## config.mk

```make
export PLATFORM = sky130hd
export DESIGN_NAME = pe_array_sequencer
export DESIGN_NICKNAME = d
export VERILOG_FILES = /design/src/rtl/pe_array_sequencer.sv
export SDC_FILE = /design/constraint.sdc
export NUM_CORES = 1
export LEC_CHECK = 0
export BUFFER_PORTS_ARGS = -buffer_cell sky130_fd_sc_hd__buf_2
export CAP_MARGIN = 20
export CORE_MARGIN = 2
export CORE_UTILIZATION = 55
export CTS_BUF_LIST = sky130_fd_sc_hd__clkbuf_2 sky130_fd_sc_hd__clkbuf_4 sky130_fd_sc_hd__clkbuf_8
export CTS_CLUSTER_DIAMETER = 80
export CTS_CLUSTER_SIZE = 8
export DETAILED_ROUTE_END_ITERATION = 6
export PLACE_DENSITY_LB_ADDON = 0.1
export SLEW_MARGIN = 20
export SYNTH_ARGS = -nofsm -noshare
export SYNTH_HDL_FRONTEND = slang
export SYNTH_SLANG_ARGS = --single-unit
```

## constraint.sdc

```tcl
create_clock -name clk -period 2.5 [get_ports clk]
set_input_delay 0 -clock clk [delete_from_list [all_inputs] [get_ports clk]]
set_output_delay 0 -clock clk [all_outputs]
set_load 0.005 [all_outputs]
```

## src/rtl/pe_array_sequencer.sv

```systemverilog
// Control FSM for a weight-stationary ARRAY_DIM x ARRAY_DIM MAC array: load weights, clear, stream, drain.
// Optional SEQ_WEIGHT_REUSE_EN adds keep_weights to skip reloading weights that are already resident.
module pe_array_sequencer #(
  parameter int ARRAY_DIM = 4,
  parameter int CNT_WIDTH = 8,
  parameter int LAT       = 2*ARRAY_DIM-1
) (
  input  logic                 clk,
  input  logic                 rst,
  input  logic                 start,
  input  logic [CNT_WIDTH-1:0] cfg_num_vec,
`ifdef SEQ_WEIGHT_REUSE_EN
  input  logic                 keep_weights,
`endif
  output logic                 busy,
  output logic                 done,
  input  logic                 w_valid,
  output logic                 w_ready,
  output logic [ARRAY_DIM-1:0] w_row_load,
  input  logic                 act_valid,
  output logic                 act_ready,
  output logic                 act_insert,
  output logic                 pe_clear_acc,
  output logic                 pe_accumulate,
  output logic                 result_valid
);

  localparam int RW = (ARRAY_DIM > 1) ? $clog2(ARRAY_DIM) : 1;

  typedef enum logic [2:0] {
    S_IDLE, S_LOAD_W, S_CLEAR, S_STREAM, S_DRAIN, S_DONE
  } state_e;

  state_e               state_q, state_d;
  logic [CNT_WIDTH-1:0] num_q, num_d;
  logic [CNT_WIDTH-1:0] acc_q, acc_d;
  logic [RW-1:0]        row_q, row_d;
  logic                 zdone_q, zdone_d;
  logic [LAT-1:0]       vld_pipe_q;
`ifdef SEQ_WEIGHT_REUSE_EN
  logic                 wl_q, wl_d;
`endif

  always_ff @(posedge clk or posedge rst) begin
    if (rst) begin
      state_q    <= S_IDLE;
      num_q      <= '0;
      acc_q      <= '0;
      row_q      <= '0;
      zdone_q    <= 1'b0;
      vld_pipe_q <= '0;
`ifdef SEQ_WEIGHT_REUSE_EN
      wl_q       <= 1'b0;
`endif
    end else begin
      state_q    <= state_d;
      num_q      <= num_d;
      acc_q      <= acc_d;
      row_q      <= row_d;
      zdone_q    <= zdone_d;
      // Tail of this shift register marks the array output row belonging to each insert.
      vld_pipe_q <= {vld_pipe_q[LAT-2:0], act_insert};
`ifdef SEQ_WEIGHT_REUSE_EN
      wl_q       <= wl_d;
`endif
    end
  end

  assign result_valid = vld_pipe_q[LAT-1];

  always_comb begin
    state_d       = state_q;
    num_d         = num_q;
    acc_d         = acc_q;
    row_d         = row_q;
    zdone_d       = 1'b0;
    busy          = (state_q != S_IDLE);
    done          = zdone_q;
    w_ready       = 1'b0;
    w_row_load    = '0;
    act_ready     = 1'b0;
    act_insert    = 1'b0;
    pe_clear_acc  = 1'b0;
    pe_accumulate = 1'b0;
`ifdef SEQ_WEIGHT_REUSE_EN
    wl_d          = wl_q;
`endif
    case (state_q)
      S_IDLE: begin
        if (start) begin
          if (cfg_num_vec == '0) begin
            zdone_d = 1'b1;
          end else begin
            num_d   = cfg_num_vec;
            acc_d   = '0;
            row_d   = '0;
            state_d = S_LOAD_W;
`ifdef SEQ_WEIGHT_REUSE_EN
            if (keep_weights && wl_q) state_d = S_CLEAR;
`endif
          end
        end
      end
      S_LOAD_W: begin
        w_ready = 1'b1;
        if (w_valid) begin
          w_row_load = ARRAY_DIM'(1) << row_q;
          if (row_q == RW'(ARRAY_DIM-1)) begin
            row_d   = '0;
            state_d = S_CLEAR;
`ifdef SEQ_WEIGHT_REUSE_EN
            wl_d    = 1'b1;
`endif
          end else begin
            row_d = row_q + 1'b1;
          end
        end
      end
      S_CLEAR: begin
        pe_clear_acc = 1'b1;
        state_d      = S_STREAM;
      end
      S_STREAM: begin
        // Bubbles keep accumulate high: a zero activation adds nothing.
        pe_accumulate = 1'b1;
        act_ready     = (acc_q < num_q);
        act_insert    = act_valid && act_ready;
        if (act_insert) begin
          acc_d = acc_q + 1'b1;
          if (acc_d == num_q) state_d = S_DRAIN;
        end
      end
      S_DRAIN: begin
        pe_accumulate = 1'b1;
        if (vld_pipe_q == '0) state_d = S_DONE;
      end
      S_DONE: begin
        done    = 1'b1;
        state_d = S_IDLE;
      end
      default: state_d = S_IDLE;
    endcase
  end

endmodule
```

==> metrics.yaml, run 1 <==
outcome: "finished clean"
cts_max_level: 2
num_vias: 1571
synth.cell_area_mm2: 0.00178
min_period_over_period_pct: 87.9
firstDrtPassIters: 4
cts_sinks: 29
switching_share_pct: 39.9
synth_top_family_by_area: "simple AND/OR/NAND/NOR gates"
grt-ovfl-total: 0
clkTransAtPathRegs_ns: 0.09
syn-num-nets: 231
io_pins: 25
drive_gt1_share_pct: 17.4
pre_cts_slack_ns: 0.318
ys_ff_latch: 29
initial_core_util_pct: 57.9
syn_to_final_growth_pct: 19.3
grt_pass1_vias: 1511
grt_usage_pct: 24.2
p_switching_uw: 835
setup-violations-final: 0
die_x_um: 60.9
end_kind: "register"
antenna_found_initial: 0
root_buffer: "clkbuf_4"
drt_iter0_drc: 77
required_ns: 2.72
fin_nets: 267
maxCapViolations: 0
worstPathMaxFanout: 6
clock_skew_ns: 0.0130
route.detailed.drc: 0
die_area_mm2: 0.00371
coreArea_mm2: 0.00308
cts_tree: "built"
cts.repair.resized: 0
clk_latency_ns: 0.33
synth-compound-area-share_pct: 18.7
drv_slew: 0
synth.distinct_cells: 41
mostFrequentLayoutCells: "dfrtp_1, nand2_1, buf_2"
hold_viol: 0
power_frac_clock_pct: 19.4
std_cell_rows: 20
r2r-start: "acc_q[0]"
grt_pass1_wl_mm: 6.68
tns_ns: 0
fill_cells: 246
seqPwrFrac_pct: 37.7
ys.warnings.count: 0
ant_nets: 0
dpl.cell_count: 268
cts_max_path_buffers: 2
max_freq_mhz: 455
antenna_cells: 0
postCtsHoldBufs: 10
cts_setup_buffers: 0
power-per-cell-area_mw_per_mm2: 984
gp_congestion: 0.874
die_height_um: 60.9
worst_setup_path_start_kind: "register"
ys_seq_area_share_pct: 40.7
io_buffers: 24
min-delay-start: "act_valid"
viasPerCell: 5.49
critPathArrivalTime_ns: 2.42
period_minus_slack_ns: 2.20
rsz0062_at_grt: "no"
critPathKind: "reg -> reg"
synthXorXnorAreaFrac_pct: 2.95
crit_path_start: "acc_q[0]"
grt_max_degree: 30
worst_slew_pin_slew_ns: 0.602
synthesis.instances: 205
max_slew_margin_pct: 59.8
p_int_mw: 1.26
instances_no_fill: 286
hold_class: "in -> reg"
avgSynthCellArea_um2: 8.69
synth_mux_area_share_pct: 0.632
vdd_drop_max_mv: 0.537
cts_buffers: 5
hpwl_mm: 2.88
synth-simple-area-share_pct: 22.3
pwr-share-comb_pct: 42.9
yosys.area_share.adder_pct: 9.13
layout_commonest_cell: "dfrtp_1"
totalWireLength_mm: 3.99
wl_per_cell_um: 13.9
p_leak_nw: 1.02
fin_ws_ns: 0.302
==> sequential cells by signal, indices dropped and copies added (netlist names) <==
register    flops
acc_q           8
num_q           8
row_q           2
state_q         3
vld_pipe_q      7
zdone_q         1
==> Yosys cell counts (all sizes together) <==
cell type	n	area share, %
nor4	4	1.4
nand2b	3	1.1
a211o	2	0.98
or2	1	0.35
a31o	2	0.98
nor4b	1	0.49
o221ai	1	0.49
o211ai	1	0.42
nor3b	1	0.42
dfrtp	29	41
a311oi	1	0.49
a211oi	1	0.42
mux2	1	0.63
o21a	2	0.84
and4b	1	0.56
nand3	4	1.4
or3	3	1.1
clkbuf	4	0.84
ha	13	9.1
o21ai	22	6.2
o31a	2	0.98
nand2	28	5.9
o31ai	4	1.7
nand4	1	0.35
xor2	5	2.5
nor2	19	4.4
a22o	2	0.98
a32oi	1	0.49
nor3	4	1.4
o41ai	3	1.5
and3	5	1.8
xnor2	1	0.49
nor2b	3	1.1
inv	17	3.6
a21oi	8	2.2
and2	2	0.70
buf	3	1.1
==> critical path: stages (launching register included) <==
cell      delay, ns
dfrtp_1        0.43
ha_1           0.34
xor2_1         0.17
or3_1          0.32
a211oi_1       0.21
nand2_1        0.08
a211o_1        0.26
o31a_1         0.28
==> stage by stage <==
step	hold WS, ns	total power, mW	utilization [%]	cell area [um2]
after detailed placement	0.226	1.68	62.9	1940
final	0.0860	2.09	69.1	2130
after global placement	0.221	1.63	62.9	1940
after global routing	0.0983	2.27	69.1	2130
after CTS	0.0706	2.10	69.1	2130
after floorplan	0.0781	1.42	-	1780
==> path summary, 6_finish.rpt <==
check                           slack [ns]       endpoint  cells after the start
worst max-delay path                  0.30     state_q[1]                      7
max in group asynchronous             1.82       acc_q[5]                      3
worst min register to register        0.39  vld_pipe_q[6]                      0
min in group asynchronous             0.28  vld_pipe_q[0]                      3
worst max register to register        0.30     state_q[1]                      7
worst min-delay path                  0.09       acc_q[2]                      5
==> cells by family after synthesis <==
family | Yosys count
simple gates | 80
compound gates | 52
flops | 29
buf+inv | 24
fa+ha+maj | 13
xor+xnor | 6
mux | 1
==> per-layer routing <==
metal | global-route usage (%) | vias to the layer above | share of wire (%)
met5 | 0 | - | 0
met4 | 8.07 | 0 | 2.1
met3 | 4.69 | 8 | 4.2
met2 | 44.4 | 44 | 52
met1 | 28.2 | 729 | 42
li1 | - | 790 | -
==> power groups by stage <==
stage	clock network, mW	registers, mW	logic (mW)
after floorplan	0	0.730	0.691
after global placement	0	0.781	0.845
after detailed placement	0	0.799	0.880
after CTS	0.417	0.789	0.897
after global routing	0.436	0.816	1.02
final	0.406	0.790	0.897
==> cell type report <==
cell class | instances | area [um2] | area share (%)
clock inverters | 2 | 37.5 | 1.77
flip-flops and latches | 29 | 726 | 34.1
repair buffers | 36 | 235 | 11.1
inverters | 17 | 63.8 | 3.00
well taps | 44 | 55.1 | 2.59
clock buffers | 6 | 51.3 | 2.41
multi-input cells | 152 | 957 | 45.0
No activity file was read; power rests on OpenSTA's default activity.
==> run 2: changes to the inputs <==
--- a/config.mk
+++ b/config.mk
@@ -5,6 +5,7 @@
 export SDC_FILE = /design/constraint.sdc
 export NUM_CORES = 1
 export LEC_CHECK = 0
+export ABC_AREA = 1
 export BUFFER_PORTS_ARGS = -buffer_cell sky130_fd_sc_hd__buf_2
 export CAP_MARGIN = 20
 export CORE_MARGIN = 2
==> run 2 against run 1 <==
Synthesized cell count rose by 23%. Maximum frequency rose by 11%. Cell area is 5.4% higher. Die area up 4.9%. Critical path type is now reg -> out. Global-route usage is 0.70 points higher. Flip-flop and latch count is the same. Area after synthesis rose by 5.3%. Final cell count up 19%. Register-to-register slack improved by 0.29 ns.
==> metrics.yaml, run 2 <==
outcome: "finished clean"  # unchanged
totalWireLength_mm: 4.29  # was 3.99 mm
ant_nets: 0  # unchanged
p_total_mw: 2.17  # was 2.09 mW
stdcell_area_mm2: 0.00224  # was 0.00213 mm2
instances_no_fill: 341  # was 286
hold_class: "in -> async"  # was in -> reg
tns_ns: 0  # unchanged
coreArea_mm2: 0.00331  # was 0.00308 mm2
largestRegisters: "acc_q: 8 flops, num_q: 8 flops, vld_pipe_q: 7 flops"  # unchanged
avgSynthCellArea_um2: 7.41  # was 8.69 um2
ys_ff_latch: 29  # unchanged
viasPerCell: 5.06  # was 5.49
async_flop_share_pct: 100  # unchanged
switching_share_pct: 43.6  # was 39.9%
grt_pass1_vias: 1720  # was 1511
grt-ovfl-total: 0  # unchanged
max_stage_delay_ns: 0.41  # was 0.43 ns
placed_area_mm2: 0.00203  # was 0.00194 mm2
drive_gt1_share_pct: 15.6  # was 17.4%
min_period_over_period_pct: 79.3  # was 87.9%
max_freq_mhz: 504  # was 455 MHz
path_buf_inv: 3  # was 0
syn-num-nets: 279  # was 231
layout_commonest_cell: "nand2_1"  # was dfrtp_1
ys.flop_type: "dfrtp_1"  # unchanged
initial_core_util_pct: 56.7  # was 57.9%
cts_sinks: 29  # unchanged
syn_to_final_growth_pct: 19.4  # was 19.3%
cp_slowest_cell: "dfrtp_1"  # unchanged
crit_chain: "inv_1, ha_1, a21oi_1, o21a_1, nand2_1, nor2_4, nand2_2, inv_1, buf_2"  # was ha_1, xor2_1, or3_1, a211oi_1, nand2_1, a211o_1, o31a_1
rsz0062_at_grt: "no"  # unchanged
synth_top_area_cell: "dfrtp_1"  # unchanged
critPathArrivalTime_ns: 1.98  # was 2.42 ns
num_vias: 1724  # was 1571
power_frac_clock_pct: 19.7  # was 19.4%
p_int_mw: 1.22  # was 1.26 mW
p_switching_uw: 944  # was 835 uW
end_kind: "primary output"  # was register
pre_cts_slack_ns: 0.635  # was 0.318 ns
drt_iter0_drc: 85  # was 77
power-per-cell-area_mw_per_mm2: 967  # was 984 mW/mm2
die_height_um: 62.4  # was 60.9 um
io_buffers: 24  # unchanged
worstPathMaxFanout: 3  # was 6
firstDrtPassIters: 4  # unchanged
cts_max_level: 2  # unchanged
ys_top_cells_by_count: "nand2_1, inv_1, nor2_1, dfrtp_1, nand3_1"  # was dfrtp_1, nand2_1, o21ai_0, nor2_1, inv_1
cts_buffers: 5  # unchanged
pwr-share-comb_pct: 46.6  # was 42.9%
yosys-top-cells-area: "dfrtp_1, nand2_1, ha_1"  # was dfrtp_1, ha_1, o21ai_0
std_cell_rows: 21  # was 20
setup-violations-final: 0  # unchanged
cts.repair.resized: 0  # unchanged
rr_worst_depth: 10  # was 7
synth_most_common_cell: "nand2_1"  # was dfrtp_1
die_area_mm2: 0.00389  # was 0.00371 mm2
cts_max_path_buffers: 2  # unchanged
clock_skew_ns: 0.00978  # was 0.0130 ns
synth_edf_count: 0  # unchanged
fin_nets: 320  # was 267
period_minus_slack_ns: 1.98  # was 2.20 ns
critPathKind: "reg -> out"  # was reg -> reg
rrSetupSlack_ns: 0.59  # was 0.30 ns
clkTransAtPathRegs_ns: 0.10  # was 0.09 ns
vdd_drop_max_mv: 0.552  # was 0.537 mV
max_slew_margin_pct: 59.2  # was 59.8%
mostFrequentLayoutCells: "nand2_1, inv_1, nor2_1"  # was dfrtp_1, nand2_1, buf_2
path_common_cell: "inv_1"
synthesis.instances: 253  # was 205
ys.warnings.count: 0  # unchanged
route.detailed.drc: 0  # unchanged
fin_ws_ns: 0.518  # was 0.302 ns
ys_seq_area_share_pct: 38.7  # was 40.7%
maxCapViolations: 0  # unchanged
antenna_found_initial: 0  # unchanged
grt_usage_pct: 24.9  # was 24.2%
cts_tree: "built"  # unchanged
p_leak_nw: 1.18  # was 1.02 nW
gp_congestion: 0.848  # was 0.874
hpwl_mm: 3.12  # was 2.88 mm
clk_latency_ns: 0.34  # was 0.33 ns
antenna_cells: 0  # unchanged
drv_slew: 0  # unchanged
r2r-end: "acc_q[2]"  # was state_q[1]
hold_viol: 0  # unchanged
synth.distinct_cells: 28  # was 41
r2r-start: "num_q[7]"  # was acc_q[0]
critPathTopFamily: "flip-flops"  # was compound AO/OA/AOI/OAI gates
seqPwrFrac_pct: 33.7  # was 37.7%
grt_pass1_wl_mm: 7.56  # was 6.68 mm
worst_setup_path_start_kind: "register"  # unchanged
dpl.cell_count: 321  # was 268
die_x_um: 62.4  # was 60.9 um
grt_max_degree: 18  # was 30
root_buffer: "clkbuf_4"  # unchanged
synthDominantCellAreaShare_pct: 38.7  # was 40.7%
io_pins: 25  # unchanged
synth.cell_area_mm2: 0.00188  # was 0.00178 mm2
required_ns: 2.50  # was 2.72 ns
worst_slew_pin_slew_ns: 0.607  # was 0.602 ns
wl_per_cell_um: 12.6  # was 13.9 um
## run 2: cell count changes after synthesis, sizes merged, moves of 5 or more
| cell | change |
|---|---|
| xor2 | -5 |
| nand4 | +10 |
| nand3 | +21 |
| o21ai | -5 |
| and3 | -5 |
| nor2 | +17 |
| nand2 | +33 |
| inv | +22 |
## run 2: per-layer routing
| metal | vias up | part of all wire [%] | track usage (%) |
|---|---|---|---|
| met5 | - | 0 | 0 |
| met4 | 0 | 1.9 | 10.8 |
| met3 | 8 | 4.3 | 5.41 |
| met2 | 45 | 46 | 40.4 |
| met1 | 769 | 48 | 32.4 |
| li1 | 902 | - | - |
## run 2: cells by family after synthesis
logic type      count (synthesis)  share of synthesized area (%)
buf+inv                        42                           9.41
flops                          29                           38.7
simple gates                  137                           33.4
compound gates                 31                           9.27
fa+ha+maj                      13                           8.67
mux                             1                          0.600
## run 2: worst max path at each step
stage | slack, ns | cells past startpoint | end | from
6_report | 0.52 | 9 | act_insert | num_q[7]
5_1_grt | 0.39 | 5 | acc_q[2] | state_q[2]
2_1_floorplan | 0.85 | 11 | acc_q[0] | acc_q[3]
4_1_cts | 0.52 | 9 | act_insert | num_q[7]
3_3_place_gp | 0.68 | 10 | acc_q[6] | num_q[5]
3_5_place_dp | 0.63 | 10 | acc_q[2] | num_q[7]
## run 2: area by class of cell
type,count,area (um2)
tap,46,57.6
sequential,29,726
inverter,39,146
multi-input combinational,182,973
clock buffer,7,58.8
clock inverter,1,30.0
timing repair buffer,37,248
fill,299,1070
## run 2: what timing repair did
item | CTS | global route
hold buffers | 12 | 0
hold endpoints to repair | 23 | 0
setup buffers | 0 | 0
## run 2: power by group through the flow
stage / registers (mW) / logic, mW / clock network (mW)
after global placement: 0.731 / 0.966 / 0
after floorplan: 0.689 / 0.794 / 0
after CTS: 0.728 / 1.00 / 0.430
final: 0.730 / 1.01 / 0.426
after global routing: 0.753 / 1.17 / 0.456
after detailed placement: 0.734 / 0.988 / 0
## run 2: worst register-to-register path: stages, from the launching register on
cell and delay (ns):
dfrtp_1 0.41, inv_1 0.13, ha_1 0.26, a21oi_1 0.16, o21a_1 0.17, nand2_1 0.11, nor2_4 0.12, nand2_2 0.08
nand2_4 0.16, nand4_1 0.10, o21ai_0 0.12
## run 2: per-stage QoR
step	utilization (%)	hold slack [ns]
2_1_floorplan	-	0.0775
3_3_place_gp	61.3	0.0366
3_5_place_dp	61.3	0.0454
4_1_cts	67.6	0.221
5_1_grt	67.6	0.265
6_report	67.6	0.218
==> run 3: changes to the inputs <==
--- a/config.mk
+++ b/config.mk
@@ -9,7 +9,7 @@
 export BUFFER_PORTS_ARGS = -buffer_cell sky130_fd_sc_hd__buf_2
 export CAP_MARGIN = 20
 export CORE_MARGIN = 2
-export CORE_UTILIZATION = 55
+export CORE_UTILIZATION = 54
 export CTS_BUF_LIST = sky130_fd_sc_hd__clkbuf_2 sky130_fd_sc_hd__clkbuf_4 sky130_fd_sc_hd__clkbuf_8
 export CTS_CLUSTER_DIAMETER = 80
 export CTS_CLUSTER_SIZE = 8
==> constraint.sdc (replaced) <==
create_clock -name clk -period 1.8 [get_ports clk]
set_input_delay 0 -clock clk [delete_from_list [all_inputs] [get_ports clk]]
set_output_delay 0 -clock clk [all_outputs]
set_load 0.005 [all_outputs]
==> run 3 against run 2 <==
The run now ends with setup timing left. Critical path depth rose by 2. Combinational power rose by 72%. Power rose by 54%. Clock power rose by 38%. Clock skew fell by 0.0078 ns. Largest cell class unchanged.
==> metrics.yaml, run 3 (synthesized netlist as in run 2, its figures left out) <==
outcome: "finished with violations"  # was finished clean
violations: "setup timing"
die_height_um: 62.9  # was 62.4 um
coreArea_mm2: 0.00334  # was 0.00331 mm2
route.detailed.drc: 0  # unchanged
largestRegisters: "acc_q: 8 flops, num_q: 8 flops, vld_pipe_q: 7 flops"  # unchanged
max_freq_mhz: 550
hold_class: "in -> async"  # unchanged
clock_skew_ns: 0.00203  # was 0.00978 ns
drv_slew: 0  # unchanged
whs_ns: 0.269  # was 0.218 ns
grt_max_degree: 30  # was 18
totalWireLength_mm: 4.64  # was 4.29 mm
layout_commonest_cell: "nand2_1"  # unchanged
p_total_mw: 3.33  # was 2.17 mW
grt_pass1_vias: 1656  # was 1720
ant_nets: 0  # unchanged
hpwl_mm: 3.09  # was 3.12 mm
cp_slowest_cell: "dfrtp_1"  # unchanged
clkTransAtPathRegs_ns: 0.09  # was 0.10 ns
vdd_drop_max_mv: 0.870  # was 0.552 mV
io_buffers: 24  # unchanged
firstDrtPassIters: 4  # unchanged
fin_ws_ns: -0.0170  # was 0.518 ns
grt_pass1_wl_mm: 7.38  # was 7.56 mm
min_period_over_period_pct: 101
critical_path_depth: 11  # was 9
pre_cts_slack_ns: 0.0473  # was 0.635 ns
wl_per_cell_um: 13.0  # was 12.6 um
grt-ovfl-total: 0  # unchanged
worst_slew_pin_slew_ns: 0.366  # was 0.607 ns
gp_congestion: 0.866  # was 0.848
setup-violations-final: 1  # was 0
cts_max_path_buffers: 2  # unchanged
root_buffer: "clkbuf_4"  # unchanged
cts_sinks: 29  # unchanged
critPathTopFamily: "flip-flops"  # unchanged
required_ns: 1.80  # was 2.50 ns
cts_buffers: 5  # unchanged
power-per-cell-area_mw_per_mm2: 1350  # was 967 mW/mm2
initial_core_util_pct: 56.2  # was 56.7%
worst_setup_path_start_kind: "register"  # unchanged
path_common_cell: "nand2_2"  # was inv_1
io_pins: 25  # unchanged
syn_to_final_growth_pct: 32.0  # was 19.4%
cts_max_level: 2  # unchanged
cts_tree: "built"  # unchanged
num_vias: 1824  # was 1724
die_x_um: 62.9  # was 62.4 um
critPathArrivalTime_ns: 1.82  # was 1.98 ns
die_area_mm2: 0.00396  # was 0.00389 mm2
rr_worst_depth: 12  # was 10
end_kind: "primary output"  # unchanged
period_minus_slack_ns: 1.82
antenna_found_initial: 0  # unchanged
max_slew_margin_pct: 75.6  # was 59.2%
drt_iter0_drc: 107  # was 85
hold_viol: 0  # unchanged
max_stage_delay_ns: 0.44  # was 0.41 ns
clk_latency_ns: 0.33  # was 0.34 ns
worstPathMaxFanout: 5  # was 3
std_cell_rows: 21  # unchanged
path_buf_inv: 3  # unchanged
mostFrequentLayoutCells: "nand2_1, nor2_1, inv_1"  # was nand2_1, inv_1, nor2_1
fin_nets: 337  # was 320
fill_cells: 254  # was 299
grt_usage_pct: 24.3  # was 24.9%
crit_chain: "ha_1, inv_1, o21bai_1, nand2_1, nand2_1, nand2_2, nand2_2, nor2_4, nand2_2, inv_2, buf_2"  # was inv_1, ha_1, a21oi_1, o21a_1, nand2_1, nor2_4, nand2_2, inv_1, buf_2
viasPerCell: 5.09  # was 5.06
p_leak_nw: 1.26  # was 1.18 nW
fin_util_pct: 74.2  # was 67.6%
critPathKind: "reg -> out"  # unchanged
maxCapViolations: 0  # unchanged
rsz0062_at_grt: "yes"  # was no
antenna_cells: 0  # unchanged
drive_gt1_share_pct: 29.5  # was 15.6%
tns_ns: -0.0170  # was 0 ns
[run 3: worst paths after layout]
kind | start | to | slack (ns)
max | acc_q[1] | act_insert | -0.02
min | rst | acc_q[7] | 0.27
max reg2reg | acc_q[1] | acc_q[3] | 0.06
min reg2reg | vld_pipe_q[5] | vld_pipe_q[6] | 0.38
max in group asynchronous | rst | acc_q[2] | 1.24
min in group clk | vld_pipe_q[5] | vld_pipe_q[6] | 0.38
[run 3: power by group]
part	internal (mW)	total [mW]	switching, mW
sequential	0.836	1.01	0.169
combinational	0.724	1.74	1.02
clock	0.347	0.590	0.244
total	1.91	3.33	1.43
[run 3: routing by layer]
metal / global-route usage [%] / vias to the layer above / share of wire (%)
met5: 0 / - / 0
met4: 8.33 / 0 / 1.9
met3: 5.59 / 6 / 4.8
met2: 38.6 / 47 / 48
met1: 32.4 / 835 / 45
li1: - / 936 / -
[run 3: area by class of cell]
| cell class | instances | area, um2 | share of cell area (%) |
|---|---|---|---|
| multi-input combinational | 182 | 1070 | 43.3 |
| sequential | 29 | 727 | 29.4 |
| tap | 46 | 57.6 | 2.33 |
| clock inverter | 1 | 30.0 | 1.21 |
| clock buffer | 7 | 58.8 | 2.38 |
| timing repair buffer | 54 | 383 | 15.5 |
| inverter | 39 | 146 | 5.92 |
[run 3: through the flow]
stage          instance area (um2)  cells
4_1_cts                       2360    354
3_5_place_dp                  2110    332
5_1_grt                       2470    358
6_report                      2470    358
2_1_floorplan                 1880    253
3_3_place_gp                  2110    332
[run 3: tightest hold or removal path, cell delays in order]
cell and delay, ns:
dlygate4sd3_1 0.53, buf_2 0.12, inv_1 0.04, buf_4 0.33
[run 3: repair_timing]
action                                 4_1_cts  5_1_grt
buffers inserted                             2        4
hold buffers                                12        0
resized for setup                            6       28
setup endpoints to repair                    1       12
pin swaps                                    0       13
endpoints found under the hold margin       40        0
